## src/rtl/uart_flit_rx.sv

```systemverilog
// rtl/uart_flit_rx.sv - UART byte receiver packing bytes LSB-first into flits on a valid/ready port
// Optional 8E1 framing with parity_err output when UART_FLIT_RX_PARITY_EN is defined.
module uart_flit_rx #(
  parameter int CLKS_PER_BIT = 16,
  parameter int FLIT_WIDTH   = 32
) (
  input  logic                  clk,
  input  logic                  n_rst,
  input  logic                  uart_rx,
  output logic [FLIT_WIDTH-1:0] flit_data,
  output logic                  flit_valid,
  input  logic                  flit_ready,
  output logic                  frame_err,
  output logic                  overrun
`ifdef UART_FLIT_RX_PARITY_EN
  ,
  output logic                  parity_err
`endif
);

  localparam int NBYTES = FLIT_WIDTH / 8;
  localparam int CW     = $clog2(CLKS_PER_BIT);
  localparam int IW     = (NBYTES > 1) ? $clog2(NBYTES) : 1;
  localparam logic [CW-1:0] CNT_FULL = CW'(CLKS_PER_BIT - 1);
  localparam logic [CW-1:0] CNT_HALF = CW'(CLKS_PER_BIT / 2 - 1);
  localparam logic [IW-1:0] IDX_LAST = IW'(NBYTES - 1);

  typedef enum logic [2:0] {IDLE, START, DATA, PARITY, STOP, BREAK} state_t;

  logic                  rx_m;
  logic                  rx_s;
  state_t                state;
  logic [CW-1:0]         cnt;
  logic [2:0]            bit_idx;
  logic [7:0]            shreg;
  logic [IW-1:0]         idx;
  logic [FLIT_WIDTH-1:0] asm_q;
  logic                  flit_done;
  logic                  par_ok;

`ifdef UART_FLIT_RX_PARITY_EN
  logic par_bad;
  assign par_ok = !par_bad;
`else
  assign par_ok = 1'b1;
`endif

  always_ff @(posedge clk or negedge n_rst) begin
    if (!n_rst) begin
      rx_m <= 1'b1;
      rx_s <= 1'b1;
    end else begin
      rx_m <= uart_rx;
      rx_s <= rx_m;
    end
  end

  always_ff @(posedge clk or negedge n_rst) begin
    if (!n_rst) begin
      state      <= IDLE;
      cnt        <= '0;
      bit_idx    <= '0;
      shreg      <= '0;
      idx        <= '0;
      asm_q      <= '0;
      flit_done  <= 1'b0;
      flit_data  <= '0;
      flit_valid <= 1'b0;
      frame_err  <= 1'b0;
      overrun    <= 1'b0;
`ifdef UART_FLIT_RX_PARITY_EN
      par_bad    <= 1'b0;
      parity_err <= 1'b0;
`endif
    end else begin
      frame_err <= 1'b0;
      overrun   <= 1'b0;
      flit_done <= 1'b0;
`ifdef UART_FLIT_RX_PARITY_EN
      parity_err <= 1'b0;
`endif
      case (state)
        IDLE: begin
          if (!rx_s) begin
            cnt   <= '0;
            state <= START;
          end
        end
        START: begin
          if (cnt == CNT_HALF) begin
            cnt     <= '0;
            bit_idx <= '0;
            state   <= rx_s ? IDLE : DATA;
          end else begin
            cnt <= cnt + 1'b1;
          end
        end
        DATA: begin
          if (cnt == CNT_FULL) begin
            cnt     <= '0;
            shreg   <= {rx_s, shreg[7:1]};
            bit_idx <= bit_idx + 3'd1;
            if (bit_idx == 3'd7) begin
`ifdef UART_FLIT_RX_PARITY_EN
              state <= PARITY;
`else
              state <= STOP;
`endif
            end
          end else begin
            cnt <= cnt + 1'b1;
          end
        end
`ifdef UART_FLIT_RX_PARITY_EN
        PARITY: begin
          if (cnt == CNT_FULL) begin
            cnt     <= '0;
            par_bad <= ^{shreg, rx_s};
            state   <= STOP;
          end else begin
            cnt <= cnt + 1'b1;
          end
        end
`endif
        STOP: begin
          if (cnt == CNT_FULL) begin
            cnt <= '0;
            if (rx_s && par_ok) begin
              asm_q[{idx, 3'b000} +: 8] <= shreg;
              if (idx == IDX_LAST) begin
                idx       <= '0;
                flit_done <= 1'b1;
              end else begin
                idx <= idx + 1'b1;
              end
              state <= IDLE;
            end else begin
              // Bad byte abandons the partial flit; BREAK holds off until the line idles.
              frame_err <= 1'b1;
`ifdef UART_FLIT_RX_PARITY_EN
              parity_err <= par_bad;
`endif
              idx   <= '0;
              state <= BREAK;
            end
          end else begin
            cnt <= cnt + 1'b1;
          end
        end
        BREAK: begin
          if (rx_s) state <= IDLE;
        end
        default: state <= IDLE;
      endcase

      // A completed flit may replace the held one in the same cycle it is taken.
      if (flit_done && (!flit_valid || flit_ready)) begin
        flit_data  <= asm_q;
        flit_valid <= 1'b1;
      end else begin
        if (flit_valid && flit_ready) flit_valid <= 1'b0;
        if (flit_done) overrun <= 1'b1;
      end
    end
  end

endmodule

```

## config.mk

```make
export PLATFORM = sky130hd
export DESIGN_NAME = uart_flit_rx
export DESIGN_NICKNAME = d
export VERILOG_FILES = /design/src/rtl/uart_flit_rx.sv
export SDC_FILE = /design/constraint.sdc
export NUM_CORES = 1
export LEC_CHECK = 0
export ABC_AREA = 1
export CORE_UTILIZATION = 45
export DETAILED_ROUTE_END_ITERATION = 16
export PLACE_DENSITY = 0.73
export REMOVE_ABC_BUFFERS = 1
export SLEW_MARGIN = 20
export SYNTH_ARGS = -nofsm -noshare
export SYNTH_HDL_FRONTEND = slang
export SYNTH_SLANG_ARGS = --single-unit
```

## constraint.sdc

```tcl
create_clock -name clk -period 1.9 [get_ports clk]
set_input_delay 0.19 -clock clk [delete_from_list [all_inputs] [get_ports clk]]
set_output_delay 0.19 -clock clk [all_outputs]
set_load 0.1 [all_outputs]
```

Yosys cells after proc, flatten, opt, wreduce, memory -nomap -nowiden. Cells that the tools add are included.

Equal/unequal tests: 14. Shifts and indexed selects: 2. Muxes and demuxes: 30. Bitwise operators: 0. Add/sub/neg operators: 4. Div/mod/pow operators: 0. $lt $le $gt $ge: 0. $mul: 0. Reduce and logical (&&, ||, !) cells: 15.

Operators with widths (count): $bwmux 32 (1); $shift 8x7->32 const A (1); $shiftx 8x7->32 (1); $mux 3 (9); $pmux 3 s5 (1); $mux 4 (3); $ne 2x2->1 const B (6); $pmux 4 s3 (1); $mux 1 (11); $eq 3x3->1 const B (3); $neg 5->7 (1); $mux 2 (3); $pmux 3 s2 (1); $reduce_and 2->1 (3); $reduce_and 3->1 (2); $reduce_and 6->1 (1); $add 4x1->4 const B (1); $eq 4x3->1 const B (1); $eq 4x4->1 const B (1); $reduce_bool 2->1 (2); $add 3x1->3 const B (1); $eq 3x1->1 const B (1); $eq 3x2->1 const B (1); $logic_not 3->1 (1); other kinds (7) (8).

Bits in writable memories: 0. Output and inout bits: 35. Word-level logic and storage cells: 78. Latch bits: 0. Flip-flop bits (word level): 90. Input bits: 4. Memories: 0. ROM bits: 0.

Depth between registers and ports, before layout. Gate-level depths: netlist (run 1).

Depth after elaboration: 5. Gate-level depth with buffers: 9.

Worst setup path after synthesis (run 1). No wires, ideal clock.

Path type: reg-to-reg. Start: reg flit_valid. End: reg flit_data[0]. Stages on the path, launching flop included: 5. Required time: 1.774 ns. Setup slack: -0.034 ns. Library setup time: 0.126 ns. Data arrival time: 1.808 ns. Cell sequence: dfrtp_1 nand2_1 nand2_1 buf_2 mux2_2.

Word-level cells in the longest chain between the ends: 3.

Ends and longest elaborated chain: start, declared (line 11) `output logic flit_valid,`; start signal, assigned (line 68) `flit_valid <= 1'b0;`; start signal, assigned (line 159) `flit_valid <= 1'b1;`; start signal, assigned (line 161) `if (flit_valid && flit_ready) flit_valid <= 1'b0;`; $logic_not 1->1 (line 157) `if (flit_done && (!flit_valid || flit_ready)) begin`; $logic_or 1x1->1 (line 157); $logic_and 1x1->1 (line 157); end signal, assigned (line 158) `flit_data <= asm_q;`; end, declared (line 10) `output logic [FLIT_WIDTH-1:0] flit_data,`.

No other way between the ends. A chain may end at the register's enable or synchronous reset.

Final worst setup path (run 1).
Start: reg cnt[0]. End: reg state[0].

Word-level cells in the longest chain between the ends: 3. Elaborated cells on any way between the ends: 6. Those cells by class: eq/ne: 5; reduce/logical: 1.

Ends and longest elaborated chain: start, declared (line 33) `logic [CW-1:0] cnt;`; start signal, assigned (line 95) `cnt <= cnt + 1'b1;`; start signal, assigned (line 111) `cnt <= cnt + 1'b1;`; start signal, assigned (line 147) `cnt <= cnt + 1'b1;`; $eq 4x4->1 or $eq 4x3->1 (tied branches) (line 99, 126, 90); $ne 2x2->1 (no line); $reduce_and 6->1 (no line) (*); end signal, assigned (line 93) `state <= rx_s ? IDLE : DATA;`; end, declared (line 32) `state_t state;`.

Every way passes the cells marked *; elsewhere a longest branch is shown, timed or not.

==> results.cfg, run 1 <==
[synth]
yosysSeqAreaShare = 0.561
synth-edff-count = 0
yosysTopAreaCell = dfrtp_1
syn_inst = 389
synthTopCellsByArea = dfrtp_1 (55%), nand2_1 (10%), mux2_2 (9.0%)
yosysWarnings = 0
yosys.area.top_type_share = 0.548
yosysMostFrequentCell = nand2_1
synth.distinct_cells = 27
synthesis.area_mm2 = 0.00402
async_flop_share = 1.00
synth_seq_cells = 90
synth_commonest_cells = nand2_1 (109), dfrtp_1 (88), mux2_2 (32), o21ai_2 (32), inv_1 (30)
syn_area_per_cell_um2 = 10.3
ys.flop_type = dfrtp_1

[finish]
synthToLayoutAreaGrowth_pct = 15.9
diodes = 0
nets = 446
fin_cells = 547
fillCellCount = 774
utilization = 0.537
seqCellArea_mm2 = 0.00225
drive_above_1_share = 0.333
multi_input_area_mm2 = 0.00157

[sta]
finalCritPeriodShare = 0.892
tightestPinTransition_ns = 0.394
post-route-min-period_ns = 1.69
max_slew_margin = 0.736
setup_viol = 0
setup_tns_ns = 0
holdWs_ns = 0.224
rsz0062_at_grt = false
skew_ns = 0.00977
drv_slew = 0
hold_violations = 0
max_freq_mhz = 590

[global_routing]
grt_util_all_layers = 0.176
antenna_found_initial = 0
grt_max_degree = 49
grt_pass1_wl_um = 12300
grt-ovfl-total = 0
grt_pass1_vias = 2719

[route]
via_per_inst = 4.97
highest_layer = met4
drcViolationCount = 0
via_count = 2719
wl_per_cell_um = 13.1
drt-initial-drc-count = 87
routed_wl_um = 7140
wl_met1_um = 3290
final_antenna_net_count = 0
wl_met2_um = 3470
met3_length_um = 279
drt_first_pass_iters = 5

[power_and_ir_drop]
pwr_density_cell_mw_per_mm2 = 890
p_leak_uw = 0.00241
total_power_uw = 4150
vdd_drop_max_mv = 0.641

[floorplanning]
initial_core_util = 0.463
die_y_um = 96.5
die_area_mm2 = 0.00932
die_w_um = 96.5
row_count = 34
boundaryPins = 39
coreArea_mm2 = 0.00868

[setup_path]
r2r_start = cnt[0]$_DFFE_PN0P_
r2r_cells = 8
worstPathArrival_ns = 1.95
critPathKind = reg2reg
r2r_setup_slack_ns = 0.21
required_ns = 2.16
crit_path_end_kind = register
path_max_fanout = 6
cp-start-kind = register
reg2reg_to = state[0]$_DFFE_PN0P_

[clock_tree]
cts_buffers = 9
cts_root_buf = clkbuf_8
clk_pin_slew_worst_paths_ns = 0.09
htreeDepth = 3
cts_sinks = 90
tritoncts = done
clk_path_buf_depth = 2
clk_latency_ns = 0.37

[placed_design]
io_buffers = 38
hpwl_um = 5000
dp_cells = 530
place_congestion = 0.749

[hold_path]
min_from = uart_rx
hold_path.class = in2reg
holdPathEnd = rx_m$_DFF_PN1_
holdPathStages = 1

[outcome]
status = finished clean

[job]
cap_violations = 0
## per-layer routing
metal,track usage,vias up
met2,0.296,49
met3,0.0540,13
met5,0,-
met4,0.0588,0
li1,-,1343
met1,0.214,1314
## final cells by class
class                      count  area share
multi-input combinational    257       0.337
timing repair buffer          44      0.0779
clock buffer                  10      0.0295
clock inverter                 6      0.0161
tap                          108      0.0290
inverter                      32      0.0268
sequential                    90       0.484
## critical path: stages, from the launching register on
cell,delay (ns)
dfrtp_1,0.44
ha_1,0.26
nand2_1,0.11
nor2_1,0.26
nor2_2,0.11
nor2_2,0.20
nand2_1,0.10
nand2_1,0.07
nand2_1,0.05
## flip-flops by register name, indices dropped and copies added, names as in the netlist
register / flops
asm_q: 32
bit_idx: 3
cnt: 4
flit_data: 32
flit_done: 1
flit_valid: 1
frame_err: 1
idx: 2
overrun: 1
rx_m: 1
rx_s: 1
shreg: 8
state: 3
## report_power, final
part / switching, µW / leakage (µW) / internal [µW]
combinational: 466 / 0.00107 / 213
clock: 703 / 0.000105 / 659
sequential: 109 / 0.00124 / 2000
total: 1280 / 0.00241 / 2870
## metrics by stage
step | instance area (µm²) | worst slack [ns]
floorplan | 3950 | -0.455
global placement | 4430 | 0.305
detailed placement | 4430 | 0.186
CTS | 4660 | 0.142
global route | 4660 | 0.0154
finish | 4660 | 0.206
## logic make-up after synthesis
family	after synthesis	synth area share
AO/OA/AOI/OAI	51	0.0937
XOR/XNOR	1	0.00218
adder cells (fa/ha/maj)	8	0.0249
buffers and inverters	42	0.0498
flip-flops	90	0.561
multiplexers	32	0.0896
AND/OR/NAND/NOR	165	0.179
## placed cells by master (no fill, tap or decap), types with 6 or more instances in the layout
master | synthesis | routed
buf_4 | 0 | 39
nor2_1 | 22 | 21
nand2_1 | 109 | 108
a21oi_1 | 6 | 6
clkbuf_8 | 0 | 10
o21ai_2 | 32 | 32
nand3_1 | 10 | 10
o21ai_0 | 6 | 6
mux2_2 | 32 | 32
dfrtp_1 | 88 | 88
ha_1 | 8 | 8
nand2_2 | 8 | 9
o21ai_1 | 6 | 6
inv_1 | 30 | 30
## repair_timing
action,CTS,global route
hold buffers,1,0
resized for setup,0,2
buffers inserted,0,0
endpoints found under the setup margin,0,8
endpoints found under the hold margin,20,0
## how the worst max path moves through the flow
stage / slack (ns) / cells after the start / to / from
3_5_place_dp: 0.19 / 6 / shreg[3]$_DFFE_PN0P_ / cnt[0]$_DFFE_PN0P_
6_report: 0.21 / 8 / state[0]$_DFFE_PN0P_ / cnt[0]$_DFFE_PN0P_
3_3_place_gp: 0.30 / 6 / asm_q[17]$_DFFE_PN0P_ / idx[0]$_DFFE_PN0P_
5_1_grt: 0.02 / 8 / state[0]$_DFFE_PN0P_ / cnt[0]$_DFFE_PN0P_
4_1_cts: 0.14 / 6 / shreg[2]$_DFFE_PN0P_ / cnt[0]$_DFFE_PN0P_
2_1_floorplan: -0.45 / 3 / flit_data[0]$_DFFE_PN0P_ / flit_valid$_DFFE_PN0P_
(Power assumes the default switching activity.)
==> run 2, diff against run 1 <==
--- a/config.mk
+++ b/config.mk
@@ -7,9 +7,11 @@
 export LEC_CHECK = 0
 export ABC_AREA = 1
 export CORE_UTILIZATION = 45
+export CTS_BUF_LIST = sky130_fd_sc_hd__clkbuf_16
 export DETAILED_ROUTE_END_ITERATION = 16
 export PLACE_DENSITY = 0.73
 export REMOVE_ABC_BUFFERS = 1
+export SETUP_SLACK_MARGIN = 0.02
 export SLEW_MARGIN = 20
 export SYNTH_ARGS = -nofsm -noshare
 export SYNTH_HDL_FRONTEND = slang
==> run 2 against run 1 <==
Cell area is 2.0% higher; first-iteration DRC count is 9.2% lower; clock power is 32% higher; via count is 0.74% higher; sequential cell count stayed put; sequential share of layout area is 0.95 points lower; critical path depth is 2 lower; register-to-register slack hardly changed; clock-buffer cell count is 1 lower; critical path type unchanged.
==> results.cfg, run 2 (same netlist as run 1, synthesis figures left out) <==
[outcome]
status = finished clean

[global_routing]
grt_pass1_vias = 2770
grt_util_all_layers = 0.181
grt_pass1_wl_um = 12600
antenna_found_initial = 0
grt-ovfl-total = 0
grt_max_degree = 49

[job]
cap_violations = 0

[sta]
post-route-min-period_ns = 1.71
rsz0062_at_grt = false
finalCritPeriodShare = 0.898
drv_slew = 0
holdWs_ns = 0.250
setup_viol = 0
skew_ns = 0.00553
max_freq_mhz = 586
max_slew_margin = 0.724
tightestPinTransition_ns = 0.412
hold_violations = 0

[clock_tree]
htreeDepth = 3
cts_sinks = 90
cts_root_buf = clkbuf_16
tritoncts = done
clk_path_buf_depth = 2
clk_pin_slew_worst_paths_ns = 0.07
cts_buffers = 9
clk_latency_ns = 0.34

[finish]
layout_commonest_cell = nand2_1
nets = 446
drive_above_1_share = 0.333
design_area_mm2 = 0.00475
synthToLayoutAreaGrowth_pct = 18.3
diodes = 0
fillCellCount = 759
fin_cells = 547
final_cell_mix = nand2_1 (108), dfrtp_1 (88), buf_4 (39)
top_regs = asm_q: 32 flops, flit_data: 32 flops, shreg: 8 flops

[power_and_ir_drop]
p_leak_uw = 0.00245
vdd_drop_max_mv = 0.675
pwr_density_cell_mw_per_mm2 = 964

[route]
via_count = 2739
routed_wl_um = 7400
wl_per_cell_um = 13.5
via_per_inst = 5.01
drt-initial-drc-count = 79
drt_first_pass_iters = 4
final_antenna_net_count = 0
drcViolationCount = 0

[setup_path]
r2r_cells = 6
r2r_setup_slack_ns = 0.19
cp-start-kind = register
crit_path_end_kind = register
worstPathArrival_ns = 1.97
required_ns = 2.17
critPathKind = reg2reg
path_max_fanout = 7

[floorplanning]
coreArea_mm2 = 0.00868
boundaryPins = 39
initial_core_util = 0.463
row_count = 34
die_y_um = 96.5
die_area_mm2 = 0.00932
die_w_um = 96.5

[placed_design]
dp_cells = 530
placed_cell_area_mm2 = 0.00443
io_buffers = 38
place_congestion = 0.749
hpwl_um = 5000

[hold_path]
holdPathStages = 1
hold_path.class = in2reg
run 2: cell types whose count changed in the layout (fill, tap and decap cells not counted), sizes merged:
cell    previous run  this run
clkinv             4         5
clkbuf            10         9
run 2: metrics by stage:
step	TNS (ns)	total power [µW]	utilization	setup slack (ns)
5_1_grt	0	4820	0.548	0.0624
3_3_place_gp	0	2770	0.511	0.305
3_5_place_dp	0	2800	0.511	0.186
6_report	0	4580	0.548	0.193
2_1_floorplan	-14.54	2610	-	-0.455
4_1_cts	0	4620	0.547	0.144
run 2: final cells by class:
type	instances	area [µm²]	share of cell area
repair buffers	44	363	0.0763
well taps	108	135	0.0284
multi-input cells	257	1570	0.331
inverters	32	125	0.0263
flip-flops and latches	90	2250	0.474
clock buffers	9	225	0.0474
clock inverters	7	78.8	0.0166
run 2: power by group:
part	switching, µW	internal (µW)
logic	474	213
registers	111	2000
clock network	757	1030
run 2: final timing paths:
| path | start | endpoint |
|---|---|---|
| setup / recovery | idx[0]$_DFFE_PN0P_ | asm_q[22]$_DFFE_PN0P_ |
| hold / removal | uart_rx | rx_m$_DFF_PN1_ |
| setup reg to reg | idx[0]$_DFFE_PN0P_ | asm_q[22]$_DFFE_PN0P_ |
| hold reg to reg | rx_m$_DFF_PN1_ | rx_s$_DFF_PN1_ |
| max in group asynchronous | n_rst | rx_m$_DFF_PN1_ |
| min in group asynchronous | n_rst | flit_data[9]$_DFFE_PN0P_ |
run 2: critical path, stage by stage, from the launching register on:
cell and delay, ns:
dfrtp_1 0.34, inv_1 0.11, ha_1 0.43, nand2_1 0.10, nor2_1 0.34, nand2_1 0.15
o21ai_2 0.16
run 2: repair_timing:
item | 4_1_cts | 5_1_grt
hold endpoints to repair | 20 | 0
hold buffers | 1 | 0
setup endpoints to repair | 0 | 10
setup buffers | 0 | 0
gates resized for setup | 0 | 3
run 2: routing by layer:
| metal | global-route usage | routed length (µm) | up-vias |
|---|---|---|---|
| li1 | - | - | 1342 |
| met3 | 0.0430 | 278 | 7 |
| met2 | 0.315 | 3700 | 58 |
| met4 | 0.0699 | 78 | 0 |
| met1 | 0.216 | 3340 | 1332 |
| met5 | 0 | 0 | - |
==> run 3, diff against run 2 <==
--- a/config.mk
+++ b/config.mk
@@ -8,6 +8,7 @@
 export ABC_AREA = 1
 export CORE_UTILIZATION = 45
 export CTS_BUF_LIST = sky130_fd_sc_hd__clkbuf_16
+export CTS_CLUSTER_DIAMETER = 80
 export DETAILED_ROUTE_END_ITERATION = 16
 export PLACE_DENSITY = 0.73
 export REMOVE_ABC_BUFFERS = 1
==> results of run 3 <==
Final layout, timing and power as in run 2 (identical DEF).
